[config.mk]
export PLATFORM = sky130hd
export DESIGN_NAME = pwm_peripheral_flat
export DESIGN_NICKNAME = d
export VERILOG_FILES = /design/src/rtl/pwm_peripheral_if.sv /design/src/rtl/pwm_peripheral.sv /design/src/flat_wrapper.sv
export SDC_FILE = /design/constraint.sdc
export NUM_CORES = 1
export LEC_CHECK = 0
export CAP_MARGIN = 40
export CORE_ASPECT_RATIO = 1.75
export CORE_MARGIN = 1
export CORE_UTILIZATION = 47
export DETAILED_ROUTE_END_ITERATION = 6
export PLACE_DENSITY_LB_ADDON = 0.25
export SYNTH_ARGS = -nofsm -noshare
export SYNTH_HDL_FRONTEND = slang
export SYNTH_SLANG_ARGS = --single-unit
[constraint.sdc]
create_clock -name clk -period 4.3 [get_ports clk]
set_clock_uncertainty 0.05 [all_clocks]
set_input_delay 0.86 -clock clk [delete_from_list [all_inputs] [get_ports clk]]
set_output_delay 0.86 -clock clk [all_outputs]
set_load 0.005 [all_outputs]
[src/rtl/pwm_peripheral_if.sv]
// Control/output bundle between the SPI register block and the PWM peripheral.
//  en_reg_out_7_0 / en_reg_out_15_8 : per-bit output enable for out[7:0] / out[15:8]
//  en_reg_pwm_7_0 / en_reg_pwm_15_8 : per-bit PWM select (1=PWM, 0=static high)
//  pwm_duty_cycle                   : requested duty, 0x00=0%, 0xFF=100%
//  out                              : 16 user outputs
//  period_start                     : one-clk pulse on the first clk of each PWM period
// master = register block / bench side, slave = peripheral side.
interface pwm_peripheral_if;
    logic [7:0]  en_reg_out_7_0;
    logic [7:0]  en_reg_out_15_8;
    logic [7:0]  en_reg_pwm_7_0;
    logic [7:0]  en_reg_pwm_15_8;
    logic [7:0]  pwm_duty_cycle;
    logic [15:0] out;
    logic        period_start;

    modport master (
        output en_reg_out_7_0,
        output en_reg_out_15_8,
        output en_reg_pwm_7_0,
        output en_reg_pwm_15_8,
        output pwm_duty_cycle,
        input  out,
        input  period_start
    );

    modport slave (
        input  en_reg_out_7_0,
        input  en_reg_out_15_8,
        input  en_reg_pwm_7_0,
        input  en_reg_pwm_15_8,
        input  pwm_duty_cycle,
        output out,
        output period_start
    );
endinterface

[src/rtl/pwm_peripheral.sv]
// Drives 16 user outputs from the SPI control registers. Each output is forced low,
// held static high, or follows one shared, phase-aligned PWM waveform. The duty value
// is shadowed at the period boundary so a mid-period write never produces a runt pulse.
// Ports:
//  clk    : system clock
//  rst_n  : asynchronous active-low reset
//  bus    : pwm_peripheral_if.slave (enables, duty in; out, period_start out)
// Parameter:
//  CLK_DIV : clk cycles per PWM count (>=1); period = 256*CLK_DIV clk cycles
module pwm_peripheral #(
    parameter int unsigned CLK_DIV = 13
) (
    input  logic             clk,
    input  logic             rst_n,
    pwm_peripheral_if.slave  bus
);

    localparam int unsigned DIV_W   = (CLK_DIV > 1) ? $clog2(CLK_DIV) : 1;
    localparam int unsigned CNT_W   = 8;
    localparam int unsigned OUT_W   = 16;
    localparam logic [DIV_W-1:0] DIV_MAX = DIV_W'(CLK_DIV - 1);

    logic [DIV_W-1:0] div_cnt;
    logic [CNT_W-1:0] pwm_cnt;
    logic [CNT_W-1:0] duty_q;

    logic             tick_c;
    logic             wrap_c;
    logic             lvl_c;
    logic [OUT_W-1:0] en_out_c;
    logic [OUT_W-1:0] en_pwm_c;
    logic [OUT_W-1:0] out_d_c;

    // Prescaler tick and end-of-period detect.
    assign tick_c = (div_cnt == DIV_MAX);
    assign wrap_c = tick_c && (pwm_cnt == CNT_W'(8'hFF));

    // 0xFF is special-cased so full scale means a true 100% (256 of 256 counts).
    assign lvl_c = (duty_q == CNT_W'(8'hFF)) ? 1'b1 : (pwm_cnt < duty_q);

    assign en_out_c = {bus.en_reg_out_15_8, bus.en_reg_out_7_0};
    assign en_pwm_c = {bus.en_reg_pwm_15_8, bus.en_reg_pwm_7_0};

    // Per-bit output select; PWM select only matters when the output is enabled.
    always_comb begin
        out_d_c = '0;
        for (int i = 0; i < int'(OUT_W); i++) begin
            if (en_out_c[i]) begin
                out_d_c[i] = en_pwm_c[i] ? lvl_c : 1'b1;
            end
        end
    end

    // Counters, duty shadow and registered outputs.
    always_ff @(posedge clk or negedge rst_n) begin
        if (!rst_n) begin
            div_cnt          <= '0;
            pwm_cnt          <= '0;
            duty_q           <= '0;
            bus.out          <= '0;
            bus.period_start <= 1'b0;
        end else begin
            div_cnt <= tick_c ? '0 : div_cnt + DIV_W'(1);
            if (tick_c) begin
                pwm_cnt <= pwm_cnt + CNT_W'(1);
            end
            // Sampled only at the boundary: the last write in a period wins.
            if (wrap_c) begin
                duty_q <= bus.pwm_duty_cycle;
            end
            bus.out          <= out_d_c;
            bus.period_start <= wrap_c;
        end
    end

endmodule

[src/flat_wrapper.sv]
// flat-port wrapper written by rule: the top's interface ports become plain ports
module pwm_peripheral_flat 
#(
    parameter int unsigned CLK_DIV = 13
)
  (clk, rst_n, bus_en_reg_out_7_0, bus_en_reg_out_15_8, bus_en_reg_pwm_7_0, bus_en_reg_pwm_15_8, bus_pwm_duty_cycle, bus_out, bus_period_start);
  pwm_peripheral_if bus_i ();
  input  logic clk;
  input  logic rst_n;
  input wire logic [$bits(bus_i.en_reg_out_7_0)-1:0] bus_en_reg_out_7_0;
  input wire logic [$bits(bus_i.en_reg_out_15_8)-1:0] bus_en_reg_out_15_8;
  input wire logic [$bits(bus_i.en_reg_pwm_7_0)-1:0] bus_en_reg_pwm_7_0;
  input wire logic [$bits(bus_i.en_reg_pwm_15_8)-1:0] bus_en_reg_pwm_15_8;
  input wire logic [$bits(bus_i.pwm_duty_cycle)-1:0] bus_pwm_duty_cycle;
  output wire logic [$bits(bus_i.out)-1:0] bus_out;
  output wire logic [$bits(bus_i.period_start)-1:0] bus_period_start;
  assign bus_i.en_reg_out_7_0 = bus_en_reg_out_7_0;
  assign bus_i.en_reg_out_15_8 = bus_en_reg_out_15_8;
  assign bus_i.en_reg_pwm_7_0 = bus_en_reg_pwm_7_0;
  assign bus_i.en_reg_pwm_15_8 = bus_en_reg_pwm_15_8;
  assign bus_i.pwm_duty_cycle = bus_pwm_duty_cycle;
  assign bus_out = bus_i.out;
  assign bus_period_start = bus_i.period_start;
  pwm_peripheral #(.CLK_DIV(CLK_DIV)) u_core (.clk(clk), .rst_n(rst_n), .bus(bus_i));
endmodule
==> qor.csv <==
stage,metric,value,unit
worst_setup_path,required,4.37,ns
global_routing,grtUsageTotal,21.9,%
drt,vias,1161,
global_routing,grt_pass1_vias,1284,
placed_design,dp_slack,2.00,ns
worst_setup_path,r2r-start,u_core.pwm_cnt[6],
pwr,power_density,301,nW/um^2
placed_design,dpl.cell_count,222,
cts,postCtsHoldBufs,0,
worst_hold_path,hold_path_depth,1,
sta,setup_violations,0,
final_layout,register_area,926,sq um
final_layout,final_cells,230,
sta,min_period,2.28,ns
worst_setup_path,worstPathArrival,2.35,ns
drt,postRouteAntennaNets,0,
cts,cts_resized,0,
final_layout,synthToLayoutAreaGrowth,44.0,%
placed_design,io_buffers,58,
pwr,power.share.sequential,51.9,%
pwr,p_sw,146,uW
pwr,p_int,559,uW
run_status,outcome,"finished, final reports clean",
sta,period_share,53.1,%
cts,htree_levels,2,
cts,clock_latency,0.29,ns
drt,vias_per_cell,5.05,
floorplanning,core_area,3210,sq um
floorplanning,die_x,46.5,um
cts,cts_tree,done,
final_layout,layout-drive-gt1-share,12.3,%
synth,avgSynthCellArea,13.2,sq um
worst_setup_path,cp_max_fo,16,
floorplanning,die_y,79.8,um
cts,cts-root-buf,clkbuf_8,
synth,ys_top_cells_by_area,"dfrtp_1 57%, ha_1 7.7%, a21boi_0 7.4%",
synth,yosys.area.top_type_share,57.0,%
placed_design,hpwl,2730,um
synth,ys_types,25,
sta,worst_slack,2.02,ns
drt,drc_errors,0,
worst_hold_path,min_from,u_core.div_cnt[3],
cts,cts_setup_buffers,0,
pwr,irDropWorstVdd,0.000259,V
cts,clk_path_buf_depth,2,
sta,whs,0.442,ns
pwr,power.share.combinational,11.0,%
worst_setup_path,start_kind,flip-flop,
synth,yosys_register_bits,37,
final_layout,diodes,0,
floorplanning,start_util,50.6,%
synth,synth_area,1630,sq um
synth,ys_warn_count,0,
worst_setup_path,worst-r2r-cell-count,5,
sta,hold_violations,0,
pwr,p_leak,1.06,nW
final_layout,multi_input_area,642,sq um
pwr,swShare,20.7,%
global_routing,antenna_found_initial,0,
cts,clock_sinks,37,
sta,final-max-slew-violation-count,0,
final_layout,nets,238,
synth,yosysTopAreaCell,dfrtp_1,
drt,drt_iter0_markers,7,
worst_hold_path,hold-path-endpoint,u_core.div_cnt[3],
floorplanning,dieArea,3710,sq um
floorplanning,top_level_ports,59,
placed_design,place.gp.congestion,0.748,
drt,wl,3390,um
global_routing,grt.overflow.total,0,
sta,rsz0062_at_grt,no,
drt,wire_per_inst,14.7,um
pwr,clockPowerShare,37.2,%
sta,fin_setup_tns,0,ns
synth,ys_seq_area_share,57.0,%
cts,clk_pin_slew,0.07,ns
drt,drt_pre_antenna_iters,2,
sta,fmax,438,MHz
synth,syn_nets,175,
worst_setup_path,end_kind,flip-flop,
synth,syn_inst,123,
worst_hold_path,hp-class,reg -> reg,
floorplanning,num_rows,27,
final_layout,nFillCells,226,
run,max_cap_violations,0,
global_routing,grt_pass1_wl,5600,um
worst_setup_path,reg2reg_setup_slack,2.02,ns
worst_setup_path,crit_type,reg -> reg,
cts,numCtsBuffers,5,
sta,slew-limit-headroom,45.8,%
worst_setup_path,r2r_end,u_core.bus.out[5],
global_routing,grt_max_degree,38,
sta,tightest_slew,0.812,ns
[per-stage QoR]
step	area, sq um	power (mW)	utilization, %
finish	2340	0.705	72.9
global route	2340	0.738	72.9
CTS	2340	0.715	72.9
detailed placement	2240	0.451	69.7
global placement	2240	0.447	69.7
floorplan	1630	0.387	-
[cells in the mapped netlist, drive strengths merged]
library cell  count
a21oi             2
a21boi           16
xnor2             5
and4              1
ha               10
nor2              6
o41ai             1
a2111oi           1
o21a              1
nand2b            1
o32ai             1
and3              3
a21o              1
nand2             5
xor2              3
inv              11
a41o              1
mux2              9
dfrtp            37
buf               2
nand4             4
o21ai             2
[flip-flops by register name, indices dropped and copies added, names as in the netlist]
| name | cells |
|---|---|
| u_core.duty_q | 8 |
| u_core.bus.out | 16 |
| u_core.bus.period_start | 1 |
| u_core.pwm_cnt | 8 |
| u_core.div_cnt | 4 |
[worst max-delay path by stage]
stage	start	to	slack, ns	cells past startpoint
2_1_floorplan	u_core.pwm_cnt[6]	u_core.bus.out[10]	2.46	6
3_3_place_gp	u_core.pwm_cnt[6]	u_core.bus.out[8]	2.13	5
3_5_place_dp	u_core.pwm_cnt[6]	u_core.bus.out[5]	2.00	5
4_1_cts	u_core.pwm_cnt[6]	u_core.bus.out[5]	1.99	5
5_1_grt	u_core.pwm_cnt[6]	u_core.bus.out[7]	1.77	5
6_report	u_core.pwm_cnt[6]	u_core.bus.out[5]	2.02	5
[worst max-delay path: stages, from the launching register on]
cell and delay (ns):
dfrtp_1 0.44, ha_1 0.35, and4_1 0.20, o21ai_0 0.09
o32ai_2 0.74, a21boi_0 0.24
[power groups by stage]
stage                     Sequential (mW)  Combinational, mW  Clock (mW)
after global routing                0.367             0.0849       0.287
after floorplan                     0.372             0.0151           0
final                               0.365             0.0772       0.262
after CTS                           0.366             0.0788       0.270
after global placement              0.372             0.0752           0
after detailed placement            0.372             0.0784           0
[logic make-up after synthesis]
family,share of synthesized area [%]
DFF,57.0
AOI/OAI and AO/OA,13.4
and+or+nand+nor,7.85
buffers and inverters,3.54
adders and majority gates,7.70
muxes,6.24
xor gates and xnor gates,4.31
[area by class of cell]
type	count	area share [%]
sequential	37	39.6
multi-input combinational	73	27.4
timing repair buffer	58	24.6
clock buffer	7	4.12
tap	43	2.30
inverter	11	1.76
clock inverter	1	0.214
[layer usage]
| layer | global-route usage [%] | vias to the layer above | share of wire [%] |
|---|---|---|---|
| met5 | 0 | - | 0 |
| met4 | 11.5 | 0 | 2.2 |
| met3 | 8.60 | 8 | 7.8 |
| met2 | 35.7 | 52 | 56 |
| met1 | 22.8 | 552 | 33 |
| li1 | - | 549 | - |
[placed cells by master, fill, tap and decap left out, types with 5 or more instances in the layout]
cell             count
clkbuf_8             7
a21boi_0            16
clkdlybuf4s50_1     57
dfrtp_1             37
nand2_1              5
xnor2_1              5
inv_1               11
ha_1                10
mux2_2               9
nor2_1               6
Note: power is estimated with default switching activity, not from simulation.
